[config.mk]
export PLATFORM = sky130hd
export DESIGN_NAME = main_stack_calc_flat
export DESIGN_NICKNAME = d
export VERILOG_FILES = /design/src/rtl/main_stack_calc_pkg.sv /design/src/rtl/main_stack_calc_if.sv /design/src/rtl/main_stack_calc_alu.sv /design/src/rtl/main_stack_calc.sv /design/src/flat_wrapper.sv
export SDC_FILE = /design/constraint.sdc
export NUM_CORES = 1
export LEC_CHECK = 0
export CAP_MARGIN = 20
export CORE_MARGIN = 2
export CORE_UTILIZATION = 41
export DETAILED_ROUTE_END_ITERATION = 7
export HOLD_SLACK_MARGIN = 0.02
export PLACE_DENSITY = 0.53
export SLEW_MARGIN = 15
export SYNTH_ARGS = -nofsm -noshare
export SYNTH_HDL_FRONTEND = slang
export SYNTH_SLANG_ARGS = --single-unit
[constraint.sdc]
create_clock -name clk -period 8.2 [get_ports clk]
set_clock_uncertainty 0.05 [all_clocks]
set_input_delay 1.23 -clock clk [delete_from_list [all_inputs] [get_ports clk]]
set_output_delay 1.23 -clock clk [all_outputs]
set_load 0.05 [all_outputs]
[src/rtl/main_stack_calc_pkg.sv]
// -----------------------------------------------------------------------------
// main_stack_pkg
// Shared definitions for the byte-wide stack calculator.
//   op_e       : 3-bit command code presented on the command interface
//   DEF_WIDTH  : default data width of operands and stack entries
//   DEF_DEPTH  : default number of stack entries (power of two, >= 2)
// -----------------------------------------------------------------------------
package main_stack_pkg;

    typedef enum logic [2:0] {
        OP_NOP  = 3'b000,
        OP_ADD  = 3'b001,
        OP_SUB  = 3'b010,
        OP_MUL  = 3'b011,
        OP_POP  = 3'b100,
        OP_PUSH = 3'b101,
        OP_DUP  = 3'b110,
        OP_SWAP = 3'b111
    } op_e;

    localparam int DEF_WIDTH = 8;
    localparam int DEF_DEPTH = 8;

endpackage

[src/rtl/main_stack_calc_if.sv]
// -----------------------------------------------------------------------------
// main_stack_calc_if
// Command/status bundle between a command source and the stack calculator.
//   in    : operand for PUSH (master -> slave)
//   op    : 3-bit command code, see main_stack_pkg::op_e (master -> slave)
//   apply : execute op at the next rising clock edge (master -> slave)
//   tail  : current top-of-stack, 0 when empty (slave -> master)
//   empty : stack holds no entries (slave -> master)
//   valid : most recently applied command was legal (slave -> master)
// -----------------------------------------------------------------------------
interface main_stack_calc_if #(
    parameter int WIDTH = main_stack_pkg::DEF_WIDTH
);
    logic [WIDTH-1:0] in;
    logic [2:0]       op;
    logic             apply;
    logic [WIDTH-1:0] tail;
    logic             empty;
    logic             valid;

    modport master (
        output in, op, apply,
        input  tail, empty, valid
    );

    modport slave (
        input  in, op, apply,
        output tail, empty, valid
    );
endinterface

[src/rtl/main_stack_calc_alu.sv]
// -----------------------------------------------------------------------------
// main_stack_alu
// Combinational arithmetic for the stack calculator. All results wrap modulo
// 2^WIDTH; no carry/overflow flags are produced.
//   a   : top-of-stack entry
//   b   : entry below the top
//   op  : command code; only ADD/SUB/MUL produce a meaningful result
//   res : WIDTH-bit result (b+a, b-a or b*a), 0 for other opcodes
// -----------------------------------------------------------------------------
module main_stack_alu
    import main_stack_pkg::*;
#(
    parameter int WIDTH = DEF_WIDTH
) (
    input  logic [WIDTH-1:0] a,
    input  logic [WIDTH-1:0] b,
    input  op_e              op,
    output logic [WIDTH-1:0] res
);

    // Full-width product; only the low WIDTH bits are kept.
    logic [2*WIDTH-1:0] prod;

    function automatic logic [WIDTH-1:0] wrap_prod(input logic [2*WIDTH-1:0] p);
        return p[WIDTH-1:0];
    endfunction

    assign prod = {{WIDTH{1'b0}}, b} * {{WIDTH{1'b0}}, a};

    always_comb begin
        res = '0;
        case (op)
            OP_ADD:  res = b + a;
            OP_SUB:  res = b - a;
            OP_MUL:  res = wrap_prod(prod);
            default: res = '0;
        endcase
    end

endmodule

[src/rtl/main_stack_calc.sv]
// -----------------------------------------------------------------------------
// main_stack_calc
// Byte-wide stack calculator accepting one command per clock.
//   clk  : rising-edge clock
//   rst  : asynchronous, active-low reset (clears count, entries and valid)
//   bus  : main_stack_calc_if.slave
//            in/op/apply - command, sampled when apply=1
//            tail        - top-of-stack (0 when empty)
//            empty       - stack holds no entries
//            valid       - last applied command was legal
// Build option: define MAIN_STACK_EXT_OPS_EN to enable DUP (110) and
// SWAP (111). Without it both codes are rejected as illegal in all states.
// -----------------------------------------------------------------------------
module main_stack_calc
    import main_stack_pkg::*;
#(
    parameter int WIDTH = DEF_WIDTH,
    parameter int DEPTH = DEF_DEPTH
) (
    input  logic            clk,
    input  logic            rst,
    main_stack_calc_if.slave bus
);

    localparam int AW = $clog2(DEPTH);
    localparam int CW = AW + 1;

    logic [WIDTH-1:0] entry_p1 [DEPTH];
    logic [CW-1:0]    cnt_p1;
    logic             vld_p1;

    op_e              op_cur;
    logic             legal;
    logic [AW-1:0]    push_idx;
    logic [AW-1:0]    top_idx;
    logic [AW-1:0]    nxt_idx;
    logic [WIDTH-1:0] alu_res;

    assign op_cur = op_e'(bus.op);

    // Indices wrap inside the array; they are only used when the legality
    // decode guarantees the addressed slot is occupied (or free for a push).
    assign push_idx = cnt_p1[AW-1:0];
    assign top_idx  = cnt_p1[AW-1:0] - AW'(1);
    assign nxt_idx  = cnt_p1[AW-1:0] - AW'(2);

    main_stack_alu #(
        .WIDTH (WIDTH)
    ) u_alu (
        .a   (entry_p1[top_idx]),
        .b   (entry_p1[nxt_idx]),
        .op  (op_cur),
        .res (alu_res)
    );

    always_comb begin
        legal = 1'b0;
        case (op_cur)
            OP_NOP:                 legal = 1'b1;
            OP_ADD, OP_SUB, OP_MUL: legal = (cnt_p1 >= CW'(2));
            OP_POP:                 legal = (cnt_p1 != '0);
            OP_PUSH:                legal = (cnt_p1 < CW'(DEPTH));
`ifdef MAIN_STACK_EXT_OPS_EN
            OP_DUP:                 legal = (cnt_p1 != '0) && (cnt_p1 < CW'(DEPTH));
            OP_SWAP:                legal = (cnt_p1 >= CW'(2));
`else
            OP_DUP:                 legal = 1'b0;
            OP_SWAP:                legal = 1'b0;
`endif
            default:                legal = 1'b0;
        endcase
    end

    // ---- stage p1: stack state and legality flag ----
    always_ff @(posedge clk or negedge rst) begin
        if (!rst) begin
            cnt_p1 <= '0;
            vld_p1 <= 1'b0;
            for (int i = 0; i < DEPTH; i++) begin
                entry_p1[i] <= '0;
            end
        end else if (bus.apply) begin
            vld_p1 <= legal;
            if (legal) begin
                case (op_cur)
                    OP_ADD, OP_SUB, OP_MUL: begin
                        entry_p1[nxt_idx] <= alu_res;
                        cnt_p1            <= cnt_p1 - CW'(1);
                    end
                    OP_POP: begin
                        cnt_p1 <= cnt_p1 - CW'(1);
                    end
                    OP_PUSH: begin
                        entry_p1[push_idx] <= bus.in;
                        cnt_p1             <= cnt_p1 + CW'(1);
                    end
`ifdef MAIN_STACK_EXT_OPS_EN
                    OP_DUP: begin
                        entry_p1[push_idx] <= entry_p1[top_idx];
                        cnt_p1             <= cnt_p1 + CW'(1);
                    end
                    OP_SWAP: begin
                        entry_p1[top_idx] <= entry_p1[nxt_idx];
                        entry_p1[nxt_idx] <= entry_p1[top_idx];
                    end
`endif
                    default: ;
                endcase
            end
        end
    end

    // ---- outputs: combinational decode of p1 state ----
    assign bus.tail  = (cnt_p1 != '0) ? entry_p1[top_idx] : '0;
    assign bus.empty = (cnt_p1 == '0);
    assign bus.valid = vld_p1;

endmodule

[src/flat_wrapper.sv]
// flat-port wrapper written by rule: the top's interface ports become plain ports
module main_stack_calc_flat import main_stack_pkg::*;
#(
    parameter int WIDTH = DEF_WIDTH,
    parameter int DEPTH = DEF_DEPTH
)
  (clk, rst, bus_in, bus_op, bus_apply, bus_tail, bus_empty, bus_valid);
  main_stack_calc_if #(.WIDTH(WIDTH)) bus_i ();
  input  logic clk;
  input  logic rst;
  input wire logic [$bits(bus_i.in)-1:0] bus_in;
  input wire logic [$bits(bus_i.op)-1:0] bus_op;
  input wire logic [$bits(bus_i.apply)-1:0] bus_apply;
  output wire logic [$bits(bus_i.tail)-1:0] bus_tail;
  output wire logic [$bits(bus_i.empty)-1:0] bus_empty;
  output wire logic [$bits(bus_i.valid)-1:0] bus_valid;
  assign bus_i.in = bus_in;
  assign bus_i.op = bus_op;
  assign bus_i.apply = bus_apply;
  assign bus_tail = bus_i.tail;
  assign bus_empty = bus_i.empty;
  assign bus_valid = bus_i.valid;
  main_stack_calc #(.WIDTH(WIDTH), .DEPTH(DEPTH)) u_core (.clk(clk), .rst(rst), .bus(bus_i));
endmodule
# Word level (Yosys, flattened, before mapping)
# Cells that the tools add are included.
# classes
addsub	6
multipliers	1
magnitude_cmp	7
n_eq_ne	7
muxes	17
n_bitwise	3
n_reduce_logical	12
# ops
op	count
$bwmux 64	2
$pmux 64 s2	1
$mux 8	7
$bmux 8 s3	2
$demux 8 s3	2
$pmux 8 s3	1
$eq 3x3->1 const B	4
$ge 4x4->1 const B	3
$not 3->4	3
$add 8x8->8	1
$lt 4x1->1 const B	2
$mul 8x8->8	1
$pmux 4 s2	1
$sub 8x8->8	1
$eq 3x2->1 const B	2
$reduce_and 3->1	2
$pmux 1 s5	1
$add 4x1->4 const B	1
$ge 4x2->1 const B	1
$logic_not 4->1	1
$lt 4x4->1 const B	1
$reduce_bool 2->1	2
$reduce_bool 4->1	1
$reduce_or 4->1	1
8 further kinds	9
# totals
ff_bits	69
input_bits	14
output_inout_bits	10

# Logic depth before layout (Yosys ltp)
# Gate-level depths: netlist (run 1).
# logic_depth
word_depth	9
mapped_depth	26
depth_no_buf	21

# Modules after synthesis
# A second synthesis (run 1) with hierarchy kept.
# hier_totals
cells_unflattened	573
area_unflattened_um2	5838.1
# by_module_without_submodules
module	instances	cells_per_inst	area_each_um2	seq_area_each_um2
main_stack_calc	1	382	4395.5	1726.7
main_stack_alu	1	191	1442.6	0.0

# Least setup slack after synthesis (run 1)
# No wires, ideal clock.
# synth_path
kind	register to register
from	register u_core.cnt_p1[0]
to	register u_core.entry_p1[23] (netlist name)
t_arrival_ns	5.957
setup_slack_ns	2.062
path_stages_with_launch	26
cell_sequence	dfrtp_1 > buf_6 > buf_12 > buf_6 > clkinv_1 > ha_1 > clkbuf_1 > buf_2 > mux4_2 > mux2i_2 > or2_2 > fa_1 > fa_1 > inv_1 > fa_1 > inv_1 > fa_1 > inv_1 > ha_1 > a21oi_1 > xnor2_1 > xnor2_1 > xnor2_1 > a32oi_2 > a2bb2oi_1 > o21ai_1
# synth_via
elab_chain_cells	9
word_cells_on_any_way	33
cone_classes	4 x add/sub; 1 x mul; 6 x order compare; 15 x mux; 3 x bitwise; 4 x reduce/logical
# synth_rtl
element	line_no	rtl
from (decl)	main_stack_calc.sv:29	logic [CW-1:0] cnt_p1;
from (signal assigned)	main_stack_calc.sv:88	cnt_p1 <= cnt_p1 - CW'(1);
from (signal assigned)	main_stack_calc.sv:91	cnt_p1 <= cnt_p1 - CW'(1);
from (signal assigned)	main_stack_calc.sv:95	cnt_p1 <= cnt_p1 + CW'(1);
$sub 3x1->3 (*)	main_stack_calc.sv:44	assign top_idx = cnt_p1[AW-1:0] - AW'(1);
net u_core.top_idx[0]	main_stack_calc.sv:35	logic [AW-1:0] top_idx;
$not 3->4 (implied by the code) (*)	main_stack_calc.sv:50	.a (entry_p1[top_idx]),
$bmux 8 s3 (*)	main_stack_calc.sv:50	
$mux 8 (implied by the code) (*) (2 in a row)	main_stack_calc.sv:50	
$mul 8x8->8, or another cell as far along	main_stack_calc_alu.sv:28	assign prod = {{WIDTH{1'b0}}, b} * {{WIDTH{1'b0}}, a};
$pmux 8 s3 (*)	main_stack_calc_alu.sv:32	case (op)
$bwmux 64 (*)	main_stack_calc.sv:87	entry_p1[nxt_idx] <= alu_res;
$pmux 64 s2 (*)	main_stack_calc.sv:85	case (op_cur)
to (signal, indexed assignment)	main_stack_calc.sv:87	
to (signal, indexed assignment)	main_stack_calc.sv:94	entry_p1[push_idx] <= bus.in;
to (decl)	main_stack_calc.sv:28	logic [WIDTH-1:0] entry_p1 [DEPTH];
# The timed path passes the listed nets; every way through them passes the cells marked *. The select of a mux whose other input is x is not followed.
# A chain may end at the register's enable or synchronous reset.

# Final worst setup path (run 1)
# layout_path
from	register u_core.cnt_p1[1]
to	register u_core.entry_p1[47] (netlist name)
# layout_via
elab_chain_cells	9
word_cells_on_any_way	33
cone_classes	4 x add/sub; 1 x mul; 6 x order compare; 15 x mux; 3 x bitwise; 4 x reduce/logical
# layout_rtl
element	line_no
$sub 3x2->3 / $sub 3x1->3 (equally long branches)	main_stack_calc.sv:45, main_stack_calc.sv:44
$not 3->4 (on tied branches)	main_stack_calc.sv:51, main_stack_calc.sv:87, main_stack_calc.sv:50
$bmux 8 s3 (on tied branches)	main_stack_calc.sv:51, main_stack_calc.sv:50
$mux 8 (on tied branches) (2 in a row)	main_stack_calc.sv:51, main_stack_calc.sv:50
$mul 8x8->8, or another cell as far along	main_stack_calc_alu.sv:28
$pmux 8 s3	main_stack_calc_alu.sv:32
$bwmux 64	main_stack_calc.sv:87
$pmux 64 s2	main_stack_calc.sv:85
# Parallel ways exist; a longest one is shown, timed or not. The select of a mux whose other input is x is not followed.

==> flow_summary.ini, run 1 <==
[setup_path]
worstSetupPathType = flop to flop
end_kind = flop
worst_ep_arrival_time_ns = 6.93
crit_required_ns = 8.37
critPathLaunchType = flop
cp_cell_sequence = buf_4 > inv_1 > ha_1 > buf_4 > mux4_2 > mux2i_2 > nor2_1 > ha_1 > fa_1 > ha_1 > inv_1 > fa_1 > inv_1 > fa_1 > a21o_1 > a21oi_1 > xnor2_1 > xnor2_1 > xnor2_1 > a32oi_2 > a2bb2oi_1 > o21ai_1
slowest_delay_ns = 0.74
r2r_cells = 22
cpMaxStageDelayCell = ha_1
crit_fanout = 22

[sta]
holdWs_ns = 0.450
fin_crit_sh = 0.824
slew_headroom = 0.250
fin_crit_ns = 6.76
rsz0062_at_grt = false
worstMarginPinSlew_ns = 1.12
clock.fmax_mhz = 148
hold_viol_final = 0
finalWorstSetupSlack_ns = 1.44
slew_violations = 0
setup_viol_count_final = 0
fin_setup_tns_ns = 0

[global_route]
grt_max_degree = 70
antenna_found_initial = 0
grt_pass1_wl_um = 28300
gr-total-overflow = 0
grt_pass1_vias = 4774
grtUsageTotal = 0.231

[power]
power_density_nw_per_um2 = 501
ir_drop_uv = 262
total_power_mw = 3.33
p_leak_nw = 2.88

[logic_synthesis]
synth_top_family_by_area = compound AO/OA/AOI/OAI gates
muxShareOfSynthArea = 0.163
yosys.cell_types.count = 52
syn_inst = 631
synth-seq-cells = 69
synthTopCellsByArea = dfrtp_1, mux4_2, ha_1, mux4_1, a22oi_1
synth_compound_area_frac = 0.190
synth_fp_nets = 692
synth-simple-area-share = 0.129
synthAdderAreaFrac = 0.115
synthDominantCellAreaShare = 0.287
synth-warning-count = 0
synth-edff-count = 0
async_reset_ff_frac = 1.00
synthFlopType = dfrtp_1
avgSynthCellArea_um2 = 9.53
synthXorXnorAreaFrac = 0.0503
syn_area_um2 = 6020
yosysTopAreaCell = dfrtp_1
seq_area_frac_synth = 0.287

[placement]
finalWeightedCongestion = 0.855
pre_cts_slack_ns = 1.53
portBuffers = 23
hpwl_um = 12900

[cts]
holdBufCountCts = 0
clockBufferDepth = 2
cts_resized = 0
post-cts-setup-buffer-count = 0
numClockSinks = 69
htreeDepth = 3
cts_root_buf = clkbuf_16
cts-buffers-inserted = 9
cts_tree = yes
clk_latency_ns = 0.35
clk_pin_slew_ns = 0.06

[die]
die_h_um = 125
fp.dieW_um = 125
core-area_um2 = 14400
io_pins = 24
row_count = 44
die_area_um2 = 15700
floorplan.initialDensity = 0.417

[min_path]
hold_path.class = flop to flop
hold_depth = 2

[route]
post_drt_wl_per_cell_um = 21.7
vias_per_cell = 6.10
postRouteWirelength_um = 17700
drt_iter0_drc = 447
first_pass_iters = 5
ant_nets = 0
drcViolationCount = 0
routed-via-count = 4961

[finish]
areaGrowthSynthToFinish_pct = 10.5
fillers = 1358
multi_input_area_um2 = 3900
seqCellArea_um2 = 1730
n_antenna_cell = 0
layout.nets = 685
drive_above_1_share = 0.108

[run]
drv_cap = 0

[status]
outcome = finished clean
## synthesized netlist by cell type (all sizes together), types with 3 or more instances
cell type	n
or2	8
buf	21
ha	33
clkbuf	28
nand2	69
dfrtp	69
nor2	51
fa	14
a2bb2oi	7
xnor2	18
xor2	11
nand2b	7
inv	41
o21ai	69
a21oi	15
o31ai	9
and3	24
a32oi	10
nor2b	5
a22oi	40
a221o	8
mux4	32
a21o	3
nor3	5
mux2i	16
## through the flow
stage | utilization | area [um2] | cells
floorplan | - | 6020 | 631
global placement | 0.437 | 6300 | 797
detailed placement | 0.437 | 6300 | 797
CTS | 0.461 | 6650 | 813
global route | 0.461 | 6650 | 813
finish | 0.461 | 6650 | 813
## kinds of logic after synthesis
family,after synthesis
buf+inv,91
simple gates,172
xor+xnor,30
fa+ha+maj,47
flops,69
mux,49
compound gates,173
## power by group
group          switching [mW]  internal, mW
clock                   0.159         0.305
sequential              0.105         0.460
combinational            1.36         0.944
## cell usage in the layout, fill, tap and decap left out, types with 10 or more instances in the layout
| master | count |
|---|---|
| a21oi_1 | 15 |
| a22oi_1 | 40 |
| and3_1 | 24 |
| clkdlybuf4s50_1 | 22 |
| dfrtp_1 | 68 |
| fa_1 | 14 |
| ha_1 | 33 |
| inv_1 | 41 |
| mux4_1 | 12 |
| mux4_2 | 20 |
| nand2_1 | 69 |
| nor2_1 | 49 |
| o21ai_0 | 53 |
| o21ai_1 | 15 |
| xnor2_1 | 17 |
| xor2_1 | 10 |
## critical path: cells and delay by family, from the launching register on
family          cells  cell delay, ns
mux                 2            0.76
simple gates        1            0.11
buf+inv             5            0.81
compound gates      5            1.29
flops               1            0.32
xor+xnor            3            0.54
fa+ha+maj           6            2.72
## registers in the layout (all words and copies together) (netlist names)
register and cells:
u_core.cnt_p1 4, u_core.bus.valid 1, u_core.entry_p1 64
## worst paths after layout
check                                           startpoint                               to  slack [ns]
min in group asynchronous                              rst   u_core.entry_p1[7]$_DFFE_PN0P_        1.02
hold reg to reg            u_core.entry_p1[10]$_DFFE_PN0P_  u_core.entry_p1[10]$_DFFE_PN0P_        0.45
setup / recovery              u_core.cnt_p1[1]$_DFFE_PN0P_  u_core.entry_p1[47]$_DFFE_PN0P_        1.44
hold / removal             u_core.entry_p1[10]$_DFFE_PN0P_  u_core.entry_p1[10]$_DFFE_PN0P_        0.45
max in group asynchronous                              rst     u_core.cnt_p1[0]$_DFFE_PN0P_        6.42
setup reg to reg              u_core.cnt_p1[1]$_DFFE_PN0P_  u_core.entry_p1[47]$_DFFE_PN0P_        1.44
## metal layers
metal	GRT usage	vias up	part of all wire
li1	-	2267	-
met1	0.317	2500	0.45
met2	0.376	171	0.47
met3	0.0436	23	0.059
met4	0.0647	0	0.017
met5	0	-	0
## cell type report
class	instances	area share
clock buffers	10	0.0359
clock inverters	6	0.0166
flip-flops and latches	69	0.260
multi-input cells	471	0.586
repair buffers	31	0.0429
well taps	184	0.0346
inverters	42	0.0237
Note: power is estimated with default switching activity, not from simulation.
==> run 2: changes to the inputs <==
--- a/config.mk
+++ b/config.mk
@@ -10,7 +10,7 @@
 export CORE_UTILIZATION = 41
 export DETAILED_ROUTE_END_ITERATION = 7
 export HOLD_SLACK_MARGIN = 0.02
-export PLACE_DENSITY = 0.53
+export PLACE_DENSITY = 0.56
 export SLEW_MARGIN = 15
 export SYNTH_ARGS = -nofsm -noshare
 export SYNTH_HDL_FRONTEND = slang
==> constraint.sdc (replaced) <==
create_clock -name clk -period 6 [get_ports clk]
set_clock_uncertainty 0.05 [all_clocks]
set_input_delay 0.9 -clock clk [delete_from_list [all_inputs] [get_ports clk]]
set_output_delay 0.9 -clock clk [all_outputs]
set_load 0.05 [all_outputs]
==> run 2 against run 1 <==
Non-clock buffer count increased by 22. Routed wire length is 1.0% higher. Critical path type unchanged. Cell count up 2.6%. Utilization rose by 1.1 points.
==> flow_summary.ini, run 2 (same netlist as run 1, synthesis figures left out) <==
[cts]
cts_tree = yes
clk_pin_slew_ns = 0.06
htreeDepth = 3
cts-buffers-inserted = 9
numClockSinks = 69
clockBufferDepth = 2
clk_latency_ns = 0.33
cts_root_buf = clkbuf_16

[finish]
areaGrowthSynthToFinish_pct = 13.1
final_cell_mix = nand2_1, dfrtp_1, o21ai_0
final_common_cell = nand2_1
largest_register_ffs = 64
largest_register = u_core.entry_p1
drive_above_1_share = 0.142
n_antenna_cell = 0
fillers = 1366
layout.nets = 707
fin_util = 0.472

[setup_path]
cp_cell_sequence = clkinv_1 > ha_1 > buf_4 > mux4_1 > mux2i_2 > buf_4 > nand2b_1 > fa_1 > fa_1 > inv_1 > fa_1 > inv_1 > fa_1 > inv_1 > ha_1 > a21oi_2 > xnor2_2 > xnor2_1 > xnor2_1 > a32oi_4 > buf_12 > a2bb2oi_1 > o21ai_1
critPathLaunchType = flop
cp_common_cell = fa_1
end_kind = flop
slowest_delay_ns = 0.54
worst_ep_arrival_time_ns = 5.88
crit_fanout = 12
worstSetupPathType = flop to flop
cpMaxStageDelayCell = fa_1
crit_required_ns = 6.15

[sta]
worstMarginPinSlew_ns = 0.920
fin_setup_tns_ns = 0
fin_crit_ns = 5.73
rsz0062_at_grt = false
hold_viol_final = 0
slew_headroom = 0.382
setup_viol_count_final = 0
fin_crit_sh = 0.956
clock.fmax_mhz = 174
slew_violations = 0
holdWs_ns = 0.456

[global_route]
gr-total-overflow = 0
grt_pass1_vias = 5099
grt_max_degree = 70
grt_pass1_wl_um = 28900
grtUsageTotal = 0.233
antenna_found_initial = 0

[status]
outcome = finished clean

[die]
floorplan.initialDensity = 0.417
io_pins = 24
die_area_um2 = 15700
fp.dieW_um = 125
core-area_um2 = 14400
row_count = 44
die_h_um = 125

[route]
postRouteWirelength_um = 17900
ant_nets = 0
routed-via-count = 5048
first_pass_iters = 5
drt_iter0_drc = 566
vias_per_cell = 6.05
post_drt_wl_per_cell_um = 21.4
drcViolationCount = 0

[placement]
portBuffers = 23
hpwl_um = 13300
finalWeightedCongestion = 0.880

[run]
drv_cap = 0

[min_path]
hold_path.class = flop to flop
==> run 2: cell types whose count changed in the layout (fill, tap and decap cells not counted), sizes merged <==
cell    delta
bufinv     -3
clkbuf     +2
buf       +22
==> run 2: final cells by class <==
type	count	area, um2	area share
Clock buffer	12	267	0.0392
Clock inverter	3	20.0	0.00294
Inverter	42	158	0.0232
Multi-Input combinational cell	471	3930	0.577
Sequential cell	69	1730	0.254
Tap cell	184	230	0.0338
Timing Repair Buffer	53	475	0.0699
==> run 2: layer usage <==
layer	global-route usage	up-vias	part of all wire
met1	0.317	2532	0.44
met3	0.0274	24	0.044
met2	0.393	183	0.50
met5	0	-	0
li1	-	2309	-
met4	0.0686	0	0.016
==> run 2: worst paths after layout <==
check,startpoint,end,slack [ns],depth (start not counted)
worst max-delay path,u_core.cnt_p1[0]$_DFFE_PN0P_,u_core.entry_p1[39]$_DFFE_PN0P_,0.27,23
worst min-delay path,u_core.entry_p1[11]$_DFFE_PN0P_,u_core.entry_p1[11]$_DFFE_PN0P_,0.46,2
worst max register to register,u_core.cnt_p1[0]$_DFFE_PN0P_,u_core.entry_p1[39]$_DFFE_PN0P_,0.27,23
worst min register to register,u_core.entry_p1[11]$_DFFE_PN0P_,u_core.entry_p1[11]$_DFFE_PN0P_,0.46,2
max in group asynchronous,rst,u_core.cnt_p1[0]$_DFFE_PN0P_,4.56,2
min in group asynchronous,rst,u_core.entry_p1[63]$_DFFE_PN0P_,0.73,2
==> run 2: metrics by stage <==
step	worst slack, ns	area (um2)	instances
6_report	0.266	6810	834
5_1_grt	0.00453	6810	834
4_1_cts	0.0888	6760	833
3_5_place_dp	0.118	6470	818
3_3_place_gp	0.185	6470	818
2_1_floorplan	0.0179	6020	631
==> run 2: critical path: cells and delay by family, from the launching register on <==
kind,cells,cell delay [ns]
flops,1,0.38
mux,2,0.38
xor+xnor,3,0.47
compound gates,4,0.75
fa+ha+maj,6,2.61
simple gates,1,0.16
buf+inv,7,0.79
==> run 2: timing repair <==
item                                    in CTS  in global routing
setup buffers                                0                  1
endpoints found under the setup margin       0                  8
hold buffers                                 0                  0
resized for setup                            0                  4
Power of run 2 is not shown: default switching activity piles up to over one toggle a cycle in this logic, so the estimate is an artifact.
==> run 3: changes to the inputs <==
==> constraint.sdc (replaced) <==
create_clock -name clk -period 6 [get_ports clk]
set_clock_uncertainty 0.05 [all_clocks]
set_input_delay 0.9 -clock clk [delete_from_list [all_inputs] [get_ports clk]]
set_output_delay 0.9 -clock clk [all_outputs]
set_load 0.02 [all_outputs]
==> results of run 3 <==
Same layout as run 2 (identical final DEF). Status: finished clean.
